File: src/rtl/ccu_snoop_arbiter.sv
// Snoop master port sharing between the read-snoop (0) and write-snoop (1)
// controllers: round-robin AC arbitration, in-order CR/CD return routing.
module ccu_snoop_arbiter #(
  parameter int unsigned ADDR_WIDTH      = 64,
  parameter int unsigned DATA_WIDTH      = 64,
  parameter int unsigned MAX_OUTSTANDING = 4
) (
  input  logic                                   clk_i,
  input  logic                                   rst_ni,
  input  logic [1:0]                             req_ac_valid_i,
  output logic [1:0]                             req_ac_ready_o,
  input  logic [2*ADDR_WIDTH-1:0]                req_ac_addr_i,
  input  logic [7:0]                             req_ac_snoop_i,
  input  logic [5:0]                             req_ac_prot_i,
  output logic [1:0]                             req_cr_valid_o,
  input  logic [1:0]                             req_cr_ready_i,
  output logic [4:0]                             req_cr_resp_o,
  output logic [1:0]                             req_cd_valid_o,
  input  logic [1:0]                             req_cd_ready_i,
  output logic [DATA_WIDTH-1:0]                  req_cd_data_o,
  output logic                                   req_cd_last_o,
  output logic                                   ac_valid_o,
  input  logic                                   ac_ready_i,
  output logic [ADDR_WIDTH-1:0]                  ac_addr_o,
  output logic [3:0]                             ac_snoop_o,
  output logic [2:0]                             ac_prot_o,
  input  logic                                   cr_valid_i,
  output logic                                   cr_ready_o,
  input  logic [4:0]                             cr_resp_i,
  input  logic                                   cd_valid_i,
  output logic                                   cd_ready_o,
  input  logic [DATA_WIDTH-1:0]                  cd_data_i,
  input  logic                                   cd_last_i,
  output logic [$clog2(MAX_OUTSTANDING+1)-1:0]   outstanding_o,
  output logic                                   spurious_o
);

  localparam int unsigned PTR_W = (MAX_OUTSTANDING > 1) ? $clog2(MAX_OUTSTANDING) : 1;
  localparam int unsigned CNT_W = $clog2(MAX_OUTSTANDING + 1);
  localparam logic [PTR_W-1:0] LAST_SLOT = PTR_W'(MAX_OUTSTANDING - 1);
  localparam logic [CNT_W-1:0] FULL_CNT  = CNT_W'(MAX_OUTSTANDING);

  typedef enum logic [1:0] {
    ARB_FREE    = 2'd0,
    ARB_HOLD_R0 = 2'd1,
    ARB_HOLD_R1 = 2'd2
  } arb_state_e;

  arb_state_e arb_state_q, arb_state_d;
  logic       prio_q;
  logic       grant;
  logic       ac_hs;

  logic [MAX_OUTSTANDING-1:0] cr_mem_q, cd_mem_q;
  logic [PTR_W-1:0]           cr_wr_q, cr_rd_q, cd_wr_q, cd_rd_q;
  logic [CNT_W-1:0]           cr_cnt_q, cd_cnt_q;
  logic                       cr_full, cr_nonempty, cd_full, cd_nonempty;
  logic                       cr_head, cd_head;
  logic                       cr_hs, cd_push, cd_pop;
  logic                       spurious_q;

  function automatic logic [PTR_W-1:0] next_ptr(input logic [PTR_W-1:0] p);
    return (p == LAST_SLOT) ? '0 : p + PTR_W'(1);
  endfunction

  assign cr_nonempty = (cr_cnt_q != '0);
  assign cr_full     = (cr_cnt_q == FULL_CNT);
  assign cd_nonempty = (cd_cnt_q != '0);
  assign cd_full     = (cd_cnt_q == FULL_CNT);
  assign cr_head     = cr_mem_q[cr_rd_q];
  assign cd_head     = cd_mem_q[cd_rd_q];

  // Grant selection and lock: a stalled AC keeps its requester until accepted.
  always_comb begin
    arb_state_d = ARB_FREE;
    grant       = prio_q;
    case (arb_state_q)
      ARB_HOLD_R0: grant = 1'b0;
      ARB_HOLD_R1: grant = 1'b1;
      default:     grant = req_ac_valid_i[prio_q] ? prio_q : ~prio_q;
    endcase
    if (ac_valid_o && !ac_ready_i) begin
      arb_state_d = grant ? ARB_HOLD_R1 : ARB_HOLD_R0;
    end
  end

  // Arbitration state and round-robin pointer.
  always_ff @(posedge clk_i or negedge rst_ni) begin
    if (!rst_ni) begin
      arb_state_q <= ARB_FREE;
      prio_q      <= 1'b0;
    end else begin
      arb_state_q <= arb_state_d;
      if (ac_hs) begin
        prio_q <= ~grant;
      end
    end
  end

  assign ac_valid_o = rst_ni && (|req_ac_valid_i) && !cr_full;
  assign ac_hs      = ac_valid_o && ac_ready_i;
  assign ac_addr_o  = grant ? req_ac_addr_i[2*ADDR_WIDTH-1:ADDR_WIDTH] : req_ac_addr_i[ADDR_WIDTH-1:0];
  assign ac_snoop_o = grant ? req_ac_snoop_i[7:4] : req_ac_snoop_i[3:0];
  assign ac_prot_o  = grant ? req_ac_prot_i[5:3] : req_ac_prot_i[2:0];

  // AC ready goes back only to the granted requester.
  always_comb begin
    req_ac_ready_o = 2'b00;
    if (rst_ni && ac_ready_i && !cr_full) begin
      req_ac_ready_o[grant] = 1'b1;
    end
  end

  assign cr_ready_o    = req_cr_ready_i[cr_head] && cr_nonempty && !(cr_resp_i[0] && cd_full);
  assign cr_hs         = cr_valid_i && cr_ready_o;
  assign cd_push       = cr_hs && cr_resp_i[0];
  assign req_cr_resp_o = cr_resp_i;

  // CR valid routed to the requester at the head of the CR order FIFO.
  always_comb begin
    req_cr_valid_o          = 2'b00;
    req_cr_valid_o[cr_head] = cr_valid_i && cr_nonempty;
  end

  assign cd_ready_o    = req_cd_ready_i[cd_head] && cd_nonempty;
  assign cd_pop        = cd_valid_i && cd_ready_o && cd_last_i;
  assign req_cd_data_o = cd_data_i;
  assign req_cd_last_o = cd_last_i;

  // CD valid routed to the requester whose data-carrying CR is oldest.
  always_comb begin
    req_cd_valid_o          = 2'b00;
    req_cd_valid_o[cd_head] = cd_valid_i && cd_nonempty;
  end

  // CR order FIFO: one entry per accepted AC, retired by its CR.
  always_ff @(posedge clk_i or negedge rst_ni) begin
    if (!rst_ni) begin
      cr_mem_q <= '0;
      cr_wr_q  <= '0;
      cr_rd_q  <= '0;
      cr_cnt_q <= '0;
    end else begin
      if (ac_hs) begin
        cr_mem_q[cr_wr_q] <= grant;
        cr_wr_q           <= next_ptr(cr_wr_q);
      end
      if (cr_hs) begin
        cr_rd_q <= next_ptr(cr_rd_q);
      end
      if (ac_hs && !cr_hs) begin
        cr_cnt_q <= cr_cnt_q + CNT_W'(1);
      end else if (!ac_hs && cr_hs) begin
        cr_cnt_q <= cr_cnt_q - CNT_W'(1);
      end
    end
  end

  // CD order FIFO: one entry per CR with DataTransfer, retired by its last beat.
  always_ff @(posedge clk_i or negedge rst_ni) begin
    if (!rst_ni) begin
      cd_mem_q <= '0;
      cd_wr_q  <= '0;
      cd_rd_q  <= '0;
      cd_cnt_q <= '0;
    end else begin
      if (cd_push) begin
        cd_mem_q[cd_wr_q] <= cr_head;
        cd_wr_q           <= next_ptr(cd_wr_q);
      end
      if (cd_pop) begin
        cd_rd_q <= next_ptr(cd_rd_q);
      end
      if (cd_push && !cd_pop) begin
        cd_cnt_q <= cd_cnt_q + CNT_W'(1);
      end else if (!cd_push && cd_pop) begin
        cd_cnt_q <= cd_cnt_q - CNT_W'(1);
      end
    end
  end

  // Sticky flag for CR/CD traffic that has no matching ordering entry.
  always_ff @(posedge clk_i or negedge rst_ni) begin
    if (!rst_ni) begin
      spurious_q <= 1'b0;
    end else if ((cr_valid_i && !cr_nonempty) || (cd_valid_i && !cd_nonempty && !cd_push)) begin
      spurious_q <= 1'b1;
    end
  end

  assign outstanding_o = cr_cnt_q;
  assign spurious_o    = spurious_q;

endmodule

File: config.mk
export PLATFORM = sky130hd
export DESIGN_NAME = ccu_snoop_arbiter
export DESIGN_NICKNAME = d
export VERILOG_FILES = /design/src/rtl/ccu_snoop_arbiter.sv
export SDC_FILE = /design/constraint.sdc
export NUM_CORES = 1
export LEC_CHECK = 0
export ABC_AREA = 1
export ABC_CLOCK_PERIOD_IN_PS = 4860
export CAP_MARGIN = 20
export CORE_AREA = 8 8 139 141
export CTS_CLUSTER_DIAMETER = 200
export DETAILED_ROUTE_END_ITERATION = 8
export DIE_AREA = 0 0 147 149
export GPL_TIMING_DRIVEN = 0
export SETUP_SLACK_MARGIN = 0.5
export SYNTH_ARGS = -nofsm -noshare
export SYNTH_HDL_FRONTEND = slang
export SYNTH_SLANG_ARGS = --single-unit
export TNS_END_PERCENT = 20
File: constraint.sdc
create_clock -name clk_i -period 4.86 [get_ports clk_i]
set_input_delay 0.486 -clock clk_i [delete_from_list [all_inputs] [get_ports clk_i]]
set_output_delay 0.486 -clock clk_i [all_outputs]
set_load 0.02 [all_outputs]
After elaboration in Yosys (flattened, before gate mapping)
Index checks and enable logic that the tools add are counted.

storage, ports and cells
  word-level logic and storage cells = 125
  input port bits = 223
  register bits = 26

operators by class
  reduce and logical (&&, ||, !) cells = 43
  add/subtract/negate cells = 8
  $lt $le $gt $ge = 13
  eq/ne operators = 8
  bitwise operators = 4
  multiplexer cells = 38

operators with widths
  kind                   count
  $mux W64               1
  $logic_and A1 B1 Y1    28
  $mux W3                5
  $mux W1                14
  $mux W2                7
  $lt A2 B3 Y1 const B   4
  $eq A2 B2 Y1 const B   5
  $logic_not A1 Y1       9
  $add A2 B1 Y2 const B  4
  $bwmux W4              2
  $lt A1 B2 Y1 const B   4
  $add A3 B1 Y3 const B  2
  $eq A3 B3 Y1 const B   2
  $reduce_bool A3 Y1     2
  $sub A3 B1 Y3 const B  2
  $and A2 B2 Y2          2
  $bmux W1 S2            2
  $demux W1 S2           2
  $ge A2 B1 Y1 const B   2
  $mux W4                1
  $reduce_bool A2 Y1     2
  $demux W1 S1           3
  $ge A1 B1 Y1 const B   3
  $eq A2 B1 Y1 const B   1
  other kinds (4)        5

Depth between registers and ports, before layout
Gate-level depths: netlist of the first run.

  depth after elaboration = 12
  depth in mapped cells = 15
  depth with buffers taken out = 15

Worst setup path after synthesis of the first run
No wires, ideal clock.

  path type = register to register
  start point = register cr_cnt_q[0] (netlist: outstanding_o[0])
  end point = register cd_cnt_q[2]
  cell stages (with the launch flop) = 15
  period minus slack after synthesis = 2.297 ns
  buffers on the path = 0
  data required time = 4.729 ns
  data arrival time = 2.166 ns
  library setup time = 0.131 ns
  path slack = 2.563 ns
  path through = dfrtp_1 inv_2 nand3_1 nand2_1 inv_1 nand2_2 nor2_8 nand2_4 nor2_4 ha_1 inv_1 fa_1 a21oi_1 o21ai_0 xor2_1

on the way
  longest elaborated chain between the ends = 8
  elaborated cells between the ends (all ways) = 10
  those cells by class = mux: 1; reduce/logical: 9

RTL lines
  element                                line  text
  from (decl)                            56    logic [CNT_W-1:0] cr_cnt_q, cd_cnt_q;
  from (signal assigned)                 152   cr_cnt_q <= cr_cnt_q + CNT_W'(1);
  from (signal assigned)                 154   cr_cnt_q <= cr_cnt_q - CNT_W'(1);
  $reduce_bool A3 Y1 (*)                 66    assign cr_nonempty = (cr_cnt_q != '0);
  $logic_and A1 B1 Y1 (*) (2 in series)  114   assign cr_ready_o = req_cr_ready_i[cr_head] && cr_nonempty && !(cr_resp_i[0] && cd_full);
  net cr_ready_o                         28    output logic cr_ready_o,
  $logic_and A1 B1 Y1 (*)                115   assign cr_hs = cr_valid_i && cr_ready_o;
  $logic_and A1 B1 Y1 (*)                116   assign cd_push = cr_hs && cr_resp_i[0];
  net cd_push                            59    logic cr_hs, cd_push, cd_pop;
  $logic_not A1 Y1                       176   end else if (!cd_push && cd_pop) begin
  $logic_and A1 B1 Y1                    176
  $reduce_bool A2 Y1 (no source line)    n/a
  to (signal assigned)                   175   cd_cnt_q <= cd_cnt_q + CNT_W'(1);
  to (signal assigned)                   177   cd_cnt_q <= cd_cnt_q - CNT_W'(1);
  to (decl)                              56

The timed path passes the listed nets; every way through them passes the cells marked *.
A chain may end at the register's enable or synchronous reset.

Worst setup path in the final report of the first run
  start point = input req_ac_valid_i[1]
  end point = output ac_addr_o[9]

on the way
  longest elaborated chain between the ends = 5

RTL lines
  element                                      line  text
  from (decl)                                  10    input logic [1:0] req_ac_valid_i,
  $mux W1 (implied by the code) (2 in series)  80    default: grant = req_ac_valid_i[prio_q] ? prio_q : ~prio_q;
  $mux W1                                      80
  $pmux W1 S2                                  77    case (arb_state_q)
  $mux W64                                     102   assign ac_addr_o = grant ? req_ac_addr_i[2*ADDR_WIDTH-1:ADDR_WIDTH] : req_ac_addr_i[ADDR_WIDTH-1:0];
  to (decl)                                    24    output logic [ADDR_WIDTH-1:0] ac_addr_o,

Every way passes these cells. The select of a mux whose other input is x is not followed.

==> results of run 1 <==
[power breakdown]
| group | total [mW] | internal, mW | switching, mW |
|---|---|---|---|
| Combinational | 2.57 | 1.12 | 1.45 |
| Sequential | 0.400 | 0.314 | 0.0856 |
| Clock | 0.242 | 0.164 | 0.0776 |
[cells in the final DEF, fill, tap and decap left out, drive strengths merged]
cell type,n
clkbuf,10
fa,2
o31ai,4
nand3,10
xor2,2
clkdlybuf4s50,308
o21ai,12
o211ai,1
dfrtp,26
inv,34
xnor2,2
buf,82
or2,2
nand4,8
and3,1
nor2,21
mux2,1
o21bai,1
bufinv,1
nand2,263
a21oi,6
ha,13
[per-layer routing]
metal / share of wire (%) / routed length, um
met1: 37 / 6190
met2: 53 / 8720
met3: 9.7 / 1610
met4: 0.23 / 38
met5: 0 / 0
[area by class of cell]
| type | instances | area, um2 |
|---|---|---|
| multi-input combinational | 349 | 1640 |
| clock inverter | 1 | 30.0 |
| sequential | 26 | 651 |
| inverter | 34 | 128 |
| timing repair buffer | 309 | 3110 |
| fill | 1828 | 10500 |
| buffer | 88 | 607 |
| tap | 225 | 282 |
| clock buffer | 3 | 75.1 |
[state kept, by name (all words and copies together) (netlist names)]
name	cells
arb_state_q	2
cd_cnt_q	3
cd_mem_q	4
cd_rd_q	2
cd_wr_q	2
cr_mem_q	4
cr_rd_q	2
cr_wr_q	2
outstanding_o	3
prio_q	1
spurious_o	1
[through the flow]
stage / utilization, % / instance area [um2]
floorplan: - / 3030
detailed placement: 37.6 / 6420
finish: 38.2 / 6520
global placement: 37.5 / 6390
global route: 38.2 / 6520
CTS: 38.2 / 6520
[kinds of logic after synthesis]
| group | share of synthesized area (%) |
|---|---|
| AOI/OAI and AO/OA | 4.47 |
| adders and majority gates | 6.70 |
| and+or+nand+nor | 41.5 |
| buffers and inverters | 24.3 |
| DFF | 21.5 |
| xor gates and xnor gates | 1.16 |
| muxes | 0.372 |
[critical path, delay by kind of cell]
family          cells  cell delay (ns)
compound gates      1             0.07
buf+inv             5             1.86
simple gates        4             0.36
[worst paths after layout]
check | from | end | slack (ns)
max reg2reg | outstanding_o[0] | cd_cnt_q[2] | 2.50
max in group asynchronous | rst_ni | cr_rd_q[1] | 3.81
min | cd_mem_q[3] | cd_mem_q[3] | 0.48
min reg2reg | cd_mem_q[3] | cd_mem_q[3] | 0.48
max | req_ac_valid_i[1] | ac_addr_o[9] | 1.58
min in group asynchronous | rst_ni | cd_cnt_q[2] | 0.57
==> run metrics, run 1 <==
met3 layer usage reported by global route 5.40%; final layout net count approximately 1.0k; fraction of final layout cells sized beyond drive strength 1 between 10% and 20%; total gr overflow 0; Clock Path Buffers 2; Syn Inst Count just under 500; clock latency of the later-clocked register in the worst-skew pair roughly 0.26 ns; cell type with the largest total area after synthesis sky130_fd_sc_hd__nand2_1; most used routing layer in global routing met2; Cell Count, Final, Fillers Out 1035; global placement routability congestion 0.820; number of iterations in the first detailed-routing pass 6; area added between synthesis and finish 116%; fraction of the cycle the final worst path needs approximately 68%; Hold Buf Count CTS 0; cell repeated most along the worst path sky130_fd_sc_hd__nand2_1; via count of the first global-routing pass a little over 4k; Design Power between 3 and 4 mW; clock sink total 26; startpoint class of the critical path input pin; Yosys warnings 0; row cnt between 40 and 50; Root Driver sky130_fd_sc_hd__clkbuf_16; data required time at the worst endpoint 4.37 ns; sequence of cells on the critical path clkdlybuf4s50_1 -> nand2_1 -> o211ai_1 -> nand2_1 -> inv_2 -> buf_2 -> buf_2 -> nand2_1 -> nand2_1 -> clkdlybuf4s50_1; slew at the pin closest to its max-slew limit between 0.5 and 0.6 ns; depth of the most critical reg-to-reg path 14; category of the most critical setup path in2out; count of final setup violators 0; setup total negative slack 0 ns; buffer count from post-CTS setup fixing 0; critical-path maximum fanout 10; status completed; most frequent cell after synthesis sky130_fd_sc_hd__nand2_1; Cell Area, Synth between 0.003 and 0.004 mm2; worst clock skew on the final layout ~0.0025 ns; antenna violations before repair 0; number of antenna-violating nets in the routed design 0; Inserted Diodes 0; share of the yosys chip area belonging to registers a little over a fifth; die footprint approximately 0.022 mm2; depth of the worst hold-timing path 2; most frequent cells after synthesis sky130_fd_sc_hd__nand2_1, sky130_fd_sc_hd__buf_4, sky130_fd_sc_hd__inv_1; number of buffers created by CTS 3; Final Max Tran Viols 0; GR Util met1 ~15%; number of enable flip-flop cells after synthesis 0; Pwr Density roughly 500 mW/mm2; mean post-synth cell area ~6.1 um2; Max-Slew Margin vs Limit between 60% and 70%; placed wire-length estimate around 15000 um; level count of the clock H-tree 1; dpl ws around 1.5 ns; clock tree from TritonCTS yes; post-synthesis cell type count 27; first-pass GRT wire length around 24000 um; overall die height approximately 150 um; highest ir drop seen on vdd 233 uV; placeable core area about 0.017 mm2; routed wirelength normalized by instance count about 16 um; leakage power approximately 3.1 nW; DRC violations left 0; final critical-path required period between 3 and 4 ns; DRC marker count from the first detailed-route iteration between 90 and 100; Total Routing Usage GR 13.9%; Max stage delay on crit path roughly 0.71 ns; synth top area cells sky130_fd_sc_hd__nand2_1, sky130_fd_sc_hd__dfrtp_1, sky130_fd_sc_hd__buf_4; Worst EP arrival approximately 2.8 ns; top-level port count 377; via count around 4.0k; Resized cells post-CTS 0; register clock-pin slew on the reported worst setup and hold paths 0.07 ns; RSZ-0062 raised after global routing no; most frequently used flop master after synthesis sky130_fd_sc_hd__dfrtp_1; Final Hold Viols 0; syn nets between 700 and 800; Buffers on Ports just over 300; vias per cell ~3.8; met2 global-route usage about a quarter; f_max 305 MHz; Setup crit end kind output port; worst-case setup margin in the final layout roughly 1.6 ns; largest net degree at the start of global routing 20; register bit count reported by yosys 26; Critical Path Slowest Stage Cell sky130_fd_sc_hd__clkdlybuf4s50_1; width of the die approximately 150 um; class of the tightest hold or removal check reg2reg; number of max-capacitance violations reported 0; Yosys top cell area share approximately a third; Hold Slack between 0.4 and 0.5 ns; number of cells in the design after placement 1031; starting utilization of the core area between 15 and 20%; routed wire length roughly 17000 um; Post-synth ARST share between 90% and 100%
Note: power is estimated with default switching activity, not from simulation.
==> inputs of run 2 (changes only) <==
--- a/config.mk
+++ b/config.mk
@@ -6,12 +6,12 @@
 export NUM_CORES = 1
 export LEC_CHECK = 0
 export ABC_AREA = 1
-export ABC_CLOCK_PERIOD_IN_PS = 4860
+export ABC_CLOCK_PERIOD_IN_PS = 2950
 export CAP_MARGIN = 20
-export CORE_AREA = 8 8 139 141
+export CORE_AREA = 8 8 140 142
 export CTS_CLUSTER_DIAMETER = 200
 export DETAILED_ROUTE_END_ITERATION = 8
-export DIE_AREA = 0 0 147 149
+export DIE_AREA = 0 0 148 150
 export GPL_TIMING_DRIVEN = 0
 export SETUP_SLACK_MARGIN = 0.5
 export SYNTH_ARGS = -nofsm -noshare
==> constraint.sdc (replaced) <==
create_clock -name clk_i -period 2.95 [get_ports clk_i]
set_input_delay 0.295 -clock clk_i [delete_from_list [all_inputs] [get_ports clk_i]]
set_output_delay 0.295 -clock clk_i [all_outputs]
set_load 0.02 [all_outputs]
==> run 2 against run 1 <==
  * Flip-flop and latch count unchanged
  * Setup slack worse by 1.1 ns
  * Clock skew up 0.0028 ns
  * Final cell count up 1.1%
  * Largest cell class unchanged
==> run metrics, run 2 (synthesis gave the netlist of run 1 again) <==
status completed; DRC marker count from the first detailed-route iteration 122 (+28%); number of buffer and inverter stages on the critical path 4 (-1); final critical-path required period ~2.5 ns; Internal 2.43 mW (+53%); Final Max Tran Viols 0 (unchanged); Setup crit end kind output port; count of final setup violators 0 (unchanged); highest ir drop seen on vdd 415 uV (+78%); sequence of cells on the critical path inv_1 -> ha_1 -> o211ai_1 -> nand2_4 -> inv_2 -> buf_4 -> nand2_1 -> nand2_1 -> clkdlybuf4s50_1; class of the tightest hold or removal check reg2reg; top-level port count 377 (unchanged); Buffers on Ports 308 (unchanged); critical-path maximum fanout 10 (unchanged); global placement routability congestion 0.833 (+1.5%); placed wire-length estimate 15800 um (+5.7%); count of filler cells inserted in the layout 1920 (+5.0%); row cnt 49 (+2.1%); worst setup path endpoint ac_addr_o[61]; largest net degree at the start of global routing 21 (+5.0%); routed wirelength normalized by instance count 16.9 um (+5.5%); clock latency of the later-clocked register in the worst-skew pair 0.26 ns (about the same); worst-case setup margin in the final layout 0.451 ns (-1.13 ns); design area 0.00660 mm2 (+1.1%); antenna violations before repair 4 (+4); Critical path origin arb_state_q[0]; setup total negative slack 0 ns (unchanged); startpoint class of the critical path register; fraction of final layout cells sized beyond drive strength 1 14.5% (+1.7 points); registers with the highest flip-flop counts cd_mem_q: 4 flops, cr_mem_q: 4 flops; number of buffers created by CTS 3 (unchanged); worst clock skew on the final layout 0.00525 ns (+0.00276 ns); Max-Slew Margin vs Limit 48.1% (-16 points); power share of the clock group 8.0% (+0.5 points); power share of the sequential group 12.9% (+0.4 points); net switching component of the power 2.68 mW (+66%); register clock-pin slew on the reported worst setup and hold paths 0.07 ns (about the same); buffer count from post-CTS setup fixing 0 (unchanged); Max stage delay on crit path 0.62 ns (-0.09 ns); cell family with most CP delay buffers and inverters; fraction of the cycle the final worst path needs 84.7%; fraction of power spent switching nets 52.4% (+2.1 points); first-pass GRT wire length 24500 um (+2.3%); post-place instance area 0.00642 mm2 (about the same); level count of the clock H-tree 1 (unchanged); Pwr Density 775 mW/mm2 (+57%); clock sink total 26 (unchanged); data required time at the worst endpoint 2.65 ns (-1.72 ns); Critical Path Slowest Stage Cell sky130_fd_sc_hd__clkdlybuf4s50_1; Clock Path Buffers 2 (unchanged); placeable core area 0.0175 mm2 (+2.8%); dpl ws 0.0132 ns (-1.51 ns); routed wire length 17700 um (+6.6%); R2R setup slack 0.61 ns (-1.89 ns); number of iterations in the first detailed-routing pass 4 (-2); number of max-capacitance violations reported 0 (unchanged); overall die height 150 um (+0.67%); share of total power in combinational logic 79.1% (-0.9 points); worst r2r src outstanding_o[0]; total gr overflow 0 (unchanged); Total Routing Usage GR 14.3% (+0.44 points); die footprint 0.0222 mm2 (+1.4%); reg-to-reg critical path endpoint cd_cnt_q[2]; depth of the most critical reg-to-reg path 14 (unchanged); starting utilization of the core area 17.3% (-0.48 points); width of the die 148 um (+0.68%); commonest cells after routing, fill and taps aside sky130_fd_sc_hd__nand2_1, sky130_fd_sc_hd__clkdlybuf4s50_1, sky130_fd_sc_hd__buf_4; number of antenna-violating nets in the routed design 0 (unchanged); logic depth of the worst path, buffers included 9 (-1); DRC violations left 0 (unchanged); Worst EP arrival 2.20 ns (-0.60 ns); Multi-input gate area 0.00165 mm2 (+0.46%); vias per cell 3.82 (-0.35%); via count 3994 (+0.71%); Final Hold Viols 0 (unchanged); register cell area after layout 651 um2 (unchanged); final layout net count 1052 (+0.29%); slew at the pin closest to its max-slew limit 0.776 ns (+0.246 ns); via count of the first global-routing pass 4071 (-0.17%); category of the most critical setup path reg2out; cell repeated most along the worst path sky130_fd_sc_hd__nand2_1; f_max between 400 and 500 MHz; most common cell after layout, fill and taps aside sky130_fd_sc_hd__nand2_1; clock tree from TritonCTS yes; area added between synthesis and finish 118%; leakage power 3.41 nW (+8.9%); Root Driver sky130_fd_sc_hd__clkbuf_16; RSZ-0062 raised after global routing yes
run 2: cell count changes in the layout (fill, tap and decap cells not counted), sizes merged:
cell           before  now
clkbuf             10   11
clkdlybuf4s15       0   13
clkdlybuf4s50     308  236
diode               0    4
dlygate4sd2         0   44
dlygate4sd3         0    3
dlymetal6s2s        0   14
run 2: what timing repair did:
item / 4_1_cts / 5_1_grt
endpoints found under the hold margin: 0 / 7
endpoints found under the setup margin: 76 / 75
pin swaps: 0 / 0
hold buffers: 0 / 3
gates resized for setup: 96 / 18
cloned: 0 / 0
run 2: layout make-up:
class / instances / share of cell area [%]
clock buffers: 3 / 1.14
multi-input cells: 349 / 25.0
repair buffers: 312 / 47.4
flip-flops and latches: 26 / 9.86
plain buffers: 88 / 9.77
diodes: 4 / 0.152
well taps: 229 / 4.34
clock inverters: 1 / 0.455
inverters: 34 / 1.93
run 2: worst min-delay path by stage:
stage / start / endpoint / cells past startpoint
2_1_floorplan: rst_ni / arb_state_q[0] / 0
3_3_place_gp: cd_mem_q[3] / cd_mem_q[3] / 2
3_5_place_dp: cd_mem_q[0] / cd_mem_q[0] / 2
4_1_cts: rst_ni / cd_cnt_q[2] / 1
5_1_grt: cd_mem_q[1] / cd_mem_q[1] / 2
6_report: cd_mem_q[0] / cd_mem_q[0] / 2
run 2: worst min-delay path, delay by kind of cell, from the launching register on:
kind	cells	cell delay [ns]
flops	1	0.35
simple gates	2	0.10
run 2: layer usage:
metal	share of wire [%]	GRT usage, %	vias to the layer above	wire length, um
met4	1.9	4.79	0	329
met1	37	15.7	1718	6480
met5	0	0	-	0
met2	54	26.2	182	9520
met3	7.5	3.78	10	1320
li1	-	-	2084	-
run 2: stage by stage:
| stage | std cells | utilization [%] | hold WS [ns] | total power, mW |
|---|---|---|---|---|
| 6_report | 1046 | 37.6 | 0.480 | 5.11 |
| 5_1_grt | 1046 | 37.6 | 0.516 | 5.56 |
| 4_1_cts | 1039 | 37.2 | 0.109 | 5.21 |
| 3_5_place_dp | 1035 | 36.6 | 0.464 | 4.95 |
| 3_3_place_gp | 1034 | 36.5 | 0.460 | 4.94 |
| 2_1_floorplan | 497 | - | -0.000591 | 2.96 |
run 2: power by group through the flow:
stage	Clock [mW]	Combinational (mW)	Sequential [mW]
after CTS	0.412	4.13	0.663
final	0.409	4.04	0.660
after global routing	0.432	4.44	0.687
after detailed placement	0	4.29	0.667
after global placement	0	4.27	0.663
after floorplan	0	2.30	0.664
